File: src/rtl/seq_pkg.sv
// seq_pkg: shared widths, control states and reset defaults for the sequence detector
// Provides len_w() (width needed to hold a length 0..PAT_W), state_t and DEF_* constants.
package seq_pkg;
    typedef enum logic [1:0] {FILLING, ARMED, DISABLED} state_t;
    localparam int DEF_PAT_W   = 8;
    localparam int DEF_CNT_W   = 16;
    localparam int DEF_RST_PAT = 9;
    localparam int DEF_RST_LEN = 4;
    localparam bit DEF_RST_OVL = 1'b1;
    function automatic int len_w(input int pat_w);
        return $clog2(pat_w + 1);
    endfunction
endpackage

File: src/rtl/seq_det_param_if.sv
// seq_det_param_if: stream, configuration and status bundle for seq_det_param
// master drives en, in, cfg_load, cfg_pat, cfg_len, cfg_ovl; slave drives out, match_cnt, fill.
interface seq_det_param_if import seq_pkg::*; #(
    parameter int PAT_W = DEF_PAT_W,
    parameter int CNT_W = DEF_CNT_W
);
    localparam int LEN_W = len_w(PAT_W);
    logic             en;
    logic             in;
    logic             cfg_load;
    logic [PAT_W-1:0] cfg_pat;
    logic [LEN_W-1:0] cfg_len;
    logic             cfg_ovl;
    logic             out;
    logic [CNT_W-1:0] match_cnt;
    logic [LEN_W-1:0] fill;
    modport master (output en, in, cfg_load, cfg_pat, cfg_len, cfg_ovl, input out, match_cnt, fill);
    modport slave (input en, in, cfg_load, cfg_pat, cfg_len, cfg_ovl, output out, match_cnt, fill);
endinterface

File: src/rtl/seq_det_hist.sv
// seq_det_hist: history shift register with a length-masked pattern comparator
// Ports: clk, reset (async active-low), clr (sync clear), shift (take bit_in),
//        bit_in, pat/len (active pattern), hit (history after this shift equals pattern).
module seq_det_hist import seq_pkg::*; #(
    parameter int PAT_W = DEF_PAT_W,
    parameter int LEN_W = len_w(PAT_W)
) (
    input  logic             clk,
    input  logic             reset,
    input  logic             clr,
    input  logic             shift,
    input  logic             bit_in,
    input  logic [PAT_W-1:0] pat,
    input  logic [LEN_W-1:0] len,
    output logic             hit
);
    logic [PAT_W-1:0] hist, nxt, mask;
    assign nxt  = {hist[PAT_W-2:0], bit_in};
    // only the newest len bits take part, so older history can never cause or block a match
    assign mask = ~({PAT_W{1'b1}} << len);
    assign hit  = ((nxt ^ pat) & mask) == '0;
    always_ff @(posedge clk or negedge reset)
        if (!reset) hist <= '0;
        else if (clr) hist <= '0;
        else if (shift) hist <= nxt;
endmodule

File: src/rtl/seq_det_param.sv
// seq_det_param: programmable serial pattern detector with overlap control and match counter
// Ports: clk, reset (async active-low), bus (slave: en/in stream, cfg_* load, out/match_cnt/fill status).
module seq_det_param import seq_pkg::*; #(
    parameter int               PAT_W   = DEF_PAT_W,
    parameter int               CNT_W   = DEF_CNT_W,
    parameter logic [PAT_W-1:0] RST_PAT = PAT_W'(DEF_RST_PAT),
    parameter int               RST_LEN = DEF_RST_LEN,
    parameter bit               RST_OVL = DEF_RST_OVL
) (
    input logic            clk,
    input logic            reset,
    seq_det_param_if.slave bus
);
    localparam int LEN_W = len_w(PAT_W);
    localparam logic [LEN_W-1:0] MAX_LEN  = LEN_W'(PAT_W);
    localparam logic [LEN_W-1:0] INIT_LEN = LEN_W'(RST_LEN);
    state_t state, state_n;
    logic [PAT_W-1:0] pat, pat_n;
    logic [LEN_W-1:0] len, len_n, fill, fill_n, new_len;
    logic [CNT_W-1:0] cnt, cnt_n;
    logic ovl, ovl_n, out, out_n, hit;
    assign new_len       = bus.cfg_len > MAX_LEN ? MAX_LEN : bus.cfg_len;
    assign bus.out       = out;
    assign bus.match_cnt = cnt;
    assign bus.fill      = fill;
    seq_det_hist #(.PAT_W(PAT_W), .LEN_W(LEN_W)) u_hist (
        .clk    (clk),
        .reset  (reset),
        .clr    (bus.cfg_load),
        .shift  (bus.en & ~bus.cfg_load),
        .bit_in (bus.in),
        .pat    (pat),
        .len    (len),
        .hit    (hit)
    );
    always_ff @(posedge clk or negedge reset)
        if (!reset) begin
            state <= INIT_LEN == '0 ? DISABLED : FILLING;
            pat   <= RST_PAT;
            len   <= INIT_LEN;
            ovl   <= RST_OVL;
            fill  <= '0;
            cnt   <= '0;
            out   <= 1'b0;
        end else begin
            state <= state_n;
            pat   <= pat_n;
            len   <= len_n;
            ovl   <= ovl_n;
            fill  <= fill_n;
            cnt   <= cnt_n;
            out   <= out_n;
        end
    always_comb begin
        state_n = state;
        pat_n   = pat;
        len_n   = len;
        ovl_n   = ovl;
        fill_n  = fill;
        cnt_n   = cnt;
        out_n   = 1'b0;
        if (bus.cfg_load) begin
            pat_n   = bus.cfg_pat;
            len_n   = new_len;
            ovl_n   = bus.cfg_ovl;
            fill_n  = '0;
            cnt_n   = '0;
            state_n = new_len == '0 ? DISABLED : FILLING;
        end else if (bus.en && state != DISABLED) begin
            fill_n = state == ARMED ? fill : fill + 1'b1;
            out_n  = fill_n == len && hit;
            cnt_n  = out_n && !(&cnt) ? cnt + 1'b1 : cnt;
            // a non-overlapping match consumes its bits, so collection restarts from zero
            fill_n  = out_n && !ovl ? '0 : fill_n;
            state_n = fill_n == len ? ARMED : FILLING;
        end
    end
endmodule

File: src/flat_wrapper.sv
// flat-port wrapper written by rule: the top's interface ports become plain ports
module seq_det_param_flat import seq_pkg::*;
#(
    parameter int               PAT_W   = DEF_PAT_W,
    parameter int               CNT_W   = DEF_CNT_W,
    parameter logic [PAT_W-1:0] RST_PAT = PAT_W'(DEF_RST_PAT),
    parameter int               RST_LEN = DEF_RST_LEN,
    parameter bit               RST_OVL = DEF_RST_OVL
)
  (clk, reset, bus_en, bus_in, bus_cfg_load, bus_cfg_pat, bus_cfg_len, bus_cfg_ovl, bus_out, bus_match_cnt, bus_fill);
  seq_det_param_if #(.PAT_W(PAT_W), .CNT_W(CNT_W)) bus_i ();
  input logic clk;
  input logic reset;
  input wire logic [$bits(bus_i.en)-1:0] bus_en;
  input wire logic [$bits(bus_i.in)-1:0] bus_in;
  input wire logic [$bits(bus_i.cfg_load)-1:0] bus_cfg_load;
  input wire logic [$bits(bus_i.cfg_pat)-1:0] bus_cfg_pat;
  input wire logic [$bits(bus_i.cfg_len)-1:0] bus_cfg_len;
  input wire logic [$bits(bus_i.cfg_ovl)-1:0] bus_cfg_ovl;
  output wire logic [$bits(bus_i.out)-1:0] bus_out;
  output wire logic [$bits(bus_i.match_cnt)-1:0] bus_match_cnt;
  output wire logic [$bits(bus_i.fill)-1:0] bus_fill;
  assign bus_i.en = bus_en;
  assign bus_i.in = bus_in;
  assign bus_i.cfg_load = bus_cfg_load;
  assign bus_i.cfg_pat = bus_cfg_pat;
  assign bus_i.cfg_len = bus_cfg_len;
  assign bus_i.cfg_ovl = bus_cfg_ovl;
  assign bus_out = bus_i.out;
  assign bus_match_cnt = bus_i.match_cnt;
  assign bus_fill = bus_i.fill;
  seq_det_param #(.PAT_W(PAT_W), .CNT_W(CNT_W), .RST_PAT(RST_PAT), .RST_LEN(RST_LEN), .RST_OVL(RST_OVL)) u_core (.clk(clk), .reset(reset), .bus(bus_i));
endmodule
File: config.mk
export PLATFORM = sky130hd
export DESIGN_NAME = seq_det_param_flat
export DESIGN_NICKNAME = d
export VERILOG_FILES = /design/src/rtl/seq_pkg.sv /design/src/rtl/seq_det_param_if.sv /design/src/rtl/seq_det_hist.sv /design/src/rtl/seq_det_param.sv /design/src/flat_wrapper.sv
export SDC_FILE = /design/constraint.sdc
export NUM_CORES = 1
export LEC_CHECK = 0
export CORE_MARGIN = 8
export CORE_UTILIZATION = 59
export CTS_BUF_LIST = sky130_fd_sc_hd__clkbuf_8 sky130_fd_sc_hd__clkbuf_16
export CTS_CLUSTER_SIZE = 40
export DETAILED_ROUTE_END_ITERATION = 8
export PLACE_DENSITY = 0.86
export RECOVER_POWER = 25
export SYNTH_ARGS = -nofsm -noshare
export SYNTH_HDL_FRONTEND = slang
export SYNTH_SLANG_ARGS = --single-unit
File: constraint.sdc
create_clock -name clk -period 5.29 [get_ports clk]
set_input_delay 0.529 -clock clk [delete_from_list [all_inputs] [get_ports clk]]
set_output_delay 0.529 -clock clk [all_outputs]
set_load 0.05 [all_outputs]
==> results of run 1 <==
cell usage after synthesis (all sizes together), types with 4 or more instances:
| master | instances | area share [%] |
|---|---|---|
| dfrtp | 39 | 37 |
| nor2 | 28 | 4.0 |
| mux2 | 20 | 8.5 |
| nand2 | 17 | 2.5 |
| buf | 14 | 3.0 |
| nor3 | 13 | 2.7 |
| nor2b | 12 | 3.1 |
| a21oi | 11 | 2.1 |
| mux2i | 11 | 4.6 |
| xnor2 | 11 | 3.6 |
| o21ai | 10 | 1.9 |
| clkbuf | 7 | 0.99 |
| inv | 7 | 0.99 |
| nand3 | 6 | 1.1 |
| nand4 | 6 | 1.4 |
| o31ai | 6 | 1.7 |
| or4 | 6 | 1.7 |
| nand2b | 5 | 1.3 |
| nand3b | 5 | 1.4 |
| dfstp | 4 | 4.0 |
| nor4 | 4 | 0.95 |
| xor2 | 4 | 1.3 |
worst reg2reg max path, delay by kind of cell (launching register included):
kind / cells / cell delay (ns)
flip-flops: 1 / 0.52
AND/OR/NAND/NOR: 2 / 0.74
multiplexers: 2 / 0.54
AO/OA/AOI/OAI: 1 / 0.36
XOR/XNOR: 1 / 0.11
adder cells (fa/ha/maj): 1 / 0.44
final timing paths:
path	start	end	cells past startpoint
worst min-delay path	u_core.pat[4]	u_core.pat[4]	1
worst min register to register	u_core.pat[4]	u_core.pat[4]	1
max in group asynchronous	reset	u_core.bus.match_cnt[11]	1
worst max-delay path	u_core.bus.fill[0]	u_core.bus.match_cnt[5]	7
worst max register to register	u_core.bus.fill[0]	u_core.bus.match_cnt[5]	7
min in group asynchronous	reset	u_core.u_hist.hist[4]	1
cells by family (layout without fill, tap and decap cells):
group / count (synthesis) / after routing / share of synthesized area, %
flops: 43 / 43 / 40.9
compound gates: 42 / 42 / 11.1
mux: 31 / 31 / 13.2
fa+ha+maj: 2 / 2 / 0.947
xor+xnor: 15 / 15 / 4.97
simple gates: 116 / 116 / 24.0
buf+inv: 28 / 55 / 4.97
sequential cells by signal, indices dropped and copies added, names as in the netlist:
signal,cells
u_core.bus.fill,4
u_core.bus.match_cnt,16
u_core.bus.out,1
u_core.len,4
u_core.ovl,1
u_core.pat,8
u_core.state,2
u_core.u_hist.hist,7
power groups by stage:
stage	Clock, mW	Sequential [mW]	Combinational [mW]
after global placement	0	0.372	0.129
after detailed placement	0	0.373	0.131
after global routing	0.227	0.370	0.145
after CTS	0.214	0.367	0.132
final	0.209	0.367	0.132
after floorplan	0	0.369	0.0967
metrics by stage:
stage          util [%]  power (mW)  hold WS [ns]
4_1_cts            71.2       0.713         0.402
6_report           71.1       0.707         0.536
3_3_place_gp       69.1       0.501         0.514
3_5_place_dp       69.1       0.505         0.522
5_1_grt            71.1       0.742         0.566
2_1_floorplan         -       0.466         0.233
final cells by class:
cell class / instances / area share, %
Timing Repair Buffer: 40 / 12.5
Inverter: 7 / 0.854
Multi-Input combinational cell: 206 / 46.5
Tap cell: 52 / 2.12
Sequential cell: 43 / 35.2
Clock inverter: 3 / 0.651
Clock buffer: 5 / 2.24
metal layers:
metal	global-route usage, %	share of wire, %
met2	24.4	45
met3	3.81	5.4
met1	21.4	48
met4	5.91	1.0
met5	0	0
==> results.json, run 1 <==
{
  "power_frac_comb_pct": 18.6,
  "final_cell_count_no_fill": 356,
  "post-route-min-period_ns": 2.83,
  "cts_repair_resized_insts": 0,
  "tritoncts_num_sinks": 43,
  "synth_enable_flop_cells": 0,
  "final_slew_viol_count": 44,
  "cts_hold_buf": 0,
  "p_switching_mw": 0.208,
  "outcome": "finished with violations",
  "max-clock-path-buffers": 2,
  "cp_cell_sequence": "ha_1, mux2i_4, xnor2_1, a2111oi_4, nand2_2, nor4b_1, mux2_1",
  "cts.reportedPaths.clkPinSlew_ns": 0.08,
  "die_area_um2": 6880,
  "multi_input_area_um2": 1430,
  "cp.arrival_ns": 3.02,
  "cp.required_ns": 5.47,
  "ctsHtreeMaxLevel": 2,
  "max-vdd-ir-drop_mv": 0.186,
  "yosys_warnings": 0,
  "cpMaxStageDelayCell": "dfrtp_1",
  "count_of_inserted_antenna_diode_cells": 0,
  "die_width_um": 82.9,
  "timing.critical_path.slowest_cell_delay_ns": 0.52,
  "power_density_nw_per_um2": 230,
  "synth.net_count": 297,
  "top_level_ports": 39,
  "gp_congestion": 0.876,
  "cts_setup_buffers": 0,
  "rsz_0062_raised_after_global_routing": "false",
  "fillers": 317,
  "grt_pass1_wl_um": 9450,
  "route.vias.total": 2125,
  "num-nets-final": 323,
  "post-route-period-util_pct": 53.6,
  "hold_path_class": "flop to flop",
  "grt_overflow": 0,
  "pin_count_of_the_biggest_net_entering_global_routing": 65,
  "critical_path.endpoint_type": "flop",
  "areaGrowthSynthToFinish_pct": 16.4,
  "violations_in_the_final_reports": "capacitance limit, slew limit",
  "route.final.wire_length_um": 5550,
  "switching_share_pct": 29.5,
  "die_y_um": 82.9,
  "sequential_power_share_pct": 51.9,
  "max_freq_mhz": 353,
  "cts_tree": "done",
  "numPortBuffers": 38,
  "firstDrtPassIters": 4,
  "core_um2": 4320,
  "drive_above_1_share_pct": 13.5,
  "clock_insertion_delay_worst_skew_ns": 0.30,
  "first_global_vias": 2027,
  "p_leak_nw": 1.19,
  "post-place-cells": 348,
  "timing_worst_slew_pin_value_ns": 2.26,
  "critical_path.top_delay_family": "simple AND/OR/NAND/NOR gates",
  "number_of_antenna_violations_at_the_first_check_in_global_routing": 0,
  "drt_iter0_markers": 239,
  "postSynthAreaPerCell_um2": 9.54,
  "final_hold_viol_count": 0,
  "globalRouteTotalUtil_pct": 16.0,
  "relSlewSlack_pct": -50.4,
  "yosys_most_used_dff": "dfrtp_1",
  "final_common_cell": "dfrtp_1",
  "fin_area_um2": 3080,
  "cp-start-kind": "flop",
  "synth-seq-area-share_pct": 40.9,
  "postLayoutSetupSlackWorst_ns": 2.46,
  "root_buffer": "clkbuf_8",
  "initial_utilization_pct": 61.1,
  "synth-seq-cells": 43,
  "half_perimeter_wire_length_after_placement_um": 3910,
  "drc": 0,
  "fin_skew_ns": 0.00346,
  "critical_path.n_buffers_inverters": 0,
  "avgRoutedWirePerCell_um": 15.6,
  "netlist-cell-type-count": 54,
  "timing.critical_path.fanout_max": 22,
  "worstSetupPathType": "flop to flop",
  "minimum_setup_slack_among_reg_to_reg_paths_ns": 2.46,
  "pre_cts_slack_ns": 2.44,
  "post_dp_cell_area_um2": 2990,
  "synthArstFlopShare_pct": 100,
  "core.rowCount": 24,
  "internal_power_mw": 0.498,
  "detail_route.vias_per_cell": 5.97,
  "clock_power_share_pct": 29.5,
  "max_cap_violations": 1,
  "cts_made_buffers": 5,
  "postSynthCellCount": 277,
  "mostFrequentLayoutCells": "dfrtp_1, clkdlybuf4s50_1, nor2_1, mux2_2, nand2_1",
  "ant_nets": 0,
  "seqCellArea_um2": 1080,
  "totalNegativeSetupSlack_ns": 0,
  "synth.cell_area_um2": 2640,
  "finalSetupViolations": 0
}
Note: power is estimated with default switching activity, not from simulation.
==> run 2: changes to the inputs <==
Settings changed: CORE_UTILIZATION 59 to 54, PLACE_DENSITY 0.86 to 0.8.
Clock period 5.29 ns to 2.85 ns, I/O delays scaled along.
==> results.json, run 2 (same netlist as run 1, synthesis figures left out) <==
{
  "avgRoutedWirePerCell_um": 15.7,
  "grt_pass1_wl_um": 10300,
  "critical_path.endpoint_type": "flop",
  "post-route-min-period_ns": 2.65,
  "fillers": 391,
  "die_y_um": 86.0,
  "multi_input_area_um2": 1440,
  "finalSetupViolations": 0,
  "final_common_cell": "dfrtp_1",
  "final_hold_viol_count": 0,
  "core.rowCount": 25,
  "timing_worst_slew_pin_value_ns": 2.24,
  "outcome": "finished with violations",
  "gp_congestion": 0.939,
  "num-nets-final": 328,
  "cp-start-kind": "flop",
  "cts_tree": "done",
  "p_leak_nw": 1.25,
  "pin_count_of_the_biggest_net_entering_global_routing": 44,
  "tritoncts_num_sinks": 43,
  "globalRouteTotalUtil_pct": 17.1,
  "die_width_um": 86.0,
  "final_slew_viol_count": 44,
  "cts_made_buffers": 5,
  "reg2regPathDepth": 7,
  "drt_iter0_markers": 126,
  "grt_overflow": 0,
  "max-vdd-ir-drop_mv": 0.294,
  "worstSetupPathType": "flop to flop",
  "post_dp_cell_area_um2": 3040,
  "clock_insertion_delay_worst_skew_ns": 0.30,
  "first_global_vias": 2116,
  "largest_register_ffs": 16,
  "route.vias.total": 2148,
  "numPortBuffers": 38,
  "post-route-period-util_pct": 93.0,
  "areaGrowthSynthToFinish_pct": 19.8,
  "power_density_nw_per_um2": 453,
  "top_level_ports": 39,
  "drc": 0,
  "cp.required_ns": 3.03,
  "hold_path_class": "primary input to flop",
  "max_cap_violations": 1,
  "violations_in_the_final_reports": "capacitance limit, slew limit",
  "count_of_inserted_antenna_diode_cells": 0,
  "max_freq_mhz": 377,
  "max-clock-path-buffers": 2,
  "timing.critical_path.fanout_max": 22,
  "detail_route.vias_per_cell": 5.71,
  "totalNegativeSetupSlack_ns": 0,
  "ant_nets": 0,
  "relSlewSlack_pct": -49.6,
  "drive_above_1_share_pct": 14.9,
  "initial_utilization_pct": 55.9,
  "half_perimeter_wire_length_after_placement_um": 4250,
  "ctsHtreeMaxLevel": 2,
  "number_of_antenna_violations_at_the_first_check_in_global_routing": 0,
  "whs_path_depth": 2,
  "cp.arrival_ns": 2.83,
  "fin_skew_ns": 0.00726,
  "mostFrequentLayoutCells": "dfrtp_1, clkdlybuf4s50_1, nor2_1, mux2_2, nand2_1",
  "final_cell_count_no_fill": 376,
  "post-place-cells": 368,
  "rsz_0062_raised_after_global_routing": "false",
  "finalHoldWorstSlack_ns": 0.439,
  "root_buffer": "clkbuf_8",
  "fin_area_um2": 3170,
  "die_area_um2": 7390,
  "firstDrtPassIters": 5,
  "core_um2": 4720,
  "cts_hold_buf": 0,
  "seqCellArea_um2": 1080,
  "cts.reportedPaths.clkPinSlew_ns": 0.08,
  "route.final.wire_length_um": 5890
}
[run 2: cell count changes in the layout (fill, tap and decap cells not counted), sizes merged]
cell and delta:
clkinvlp -2, clkdlybuf4s50 -1, dlygate4sd3 +1, bufinv +1
buf +5, clkbuf +1
[run 2: metal layers]
metal  GRT usage [%]  share of wire, %  vias up
li1                -                 -     1049
met1            23.1                48     1042
met2            26.0                47       51
met3            3.34               4.3        6
met4            6.69               1.5        0
met5               0                 0        -
[run 2: final timing paths]
| path | start | end | slack (ns) |
|---|---|---|---|
| worst max-delay path | u_core.state[0] | u_core.bus.match_cnt[11] | 0.20 |
| worst min-delay path | bus_cfg_load | u_core.u_hist.hist[0] | 0.44 |
| worst max register to register | u_core.state[0] | u_core.bus.match_cnt[11] | 0.20 |
| worst min register to register | u_core.pat[6] | u_core.pat[6] | 0.54 |
| max in group asynchronous | reset | u_core.bus.fill[0] | 0.92 |
| min in group asynchronous | reset | u_core.u_hist.hist[5] | 0.64 |
[run 2: metrics by stage]
stage	worst slack, ns	power (mW)	util [%]
finish	0.200	1.43	67.0
global route	0.00911	1.50	67.0
global placement	0.215	0.942	64.5
floorplan	0.0368	0.865	-
CTS	0.110	1.44	66.9
detailed placement	0.116	0.948	64.5
[run 2: critical path, cell delays in order, from the launching register on]
cell and delay [ns]:
dfrtp_1 0.40, nor2b_4 0.36, mux2i_4 0.30, xnor2_1 0.11, a2111oi_4 0.42, nand2_4 0.22
nor4_1 0.34, mux2_2 0.38
[run 2: layout make-up]
type / count / share of cell area [%]
Multi-Input combinational cell: 206 / 45.3
Sequential cell: 43 / 34.2
Timing Repair Buffer: 45 / 13.3
Tap cell: 67 / 2.65
Clock buffer: 6 / 2.61
Clock inverter: 2 / 1.11
Inverter: 7 / 0.830
[run 2: timing repair]
| item | 4_1_cts | 5_1_grt |
|---|---|---|
| endpoints found under the setup margin | 0 | 6 |
| gates resized for setup | 0 | 1 |
| setup buffers | 0 | 0 |
[run 2: power breakdown]
part           leakage (nW)  switching [mW]  internal (mW)
Clock                0.0612           0.213          0.284
Sequential            0.566          0.0348          0.639
Combinational         0.621           0.141          0.122
Total                  1.25           0.389           1.04
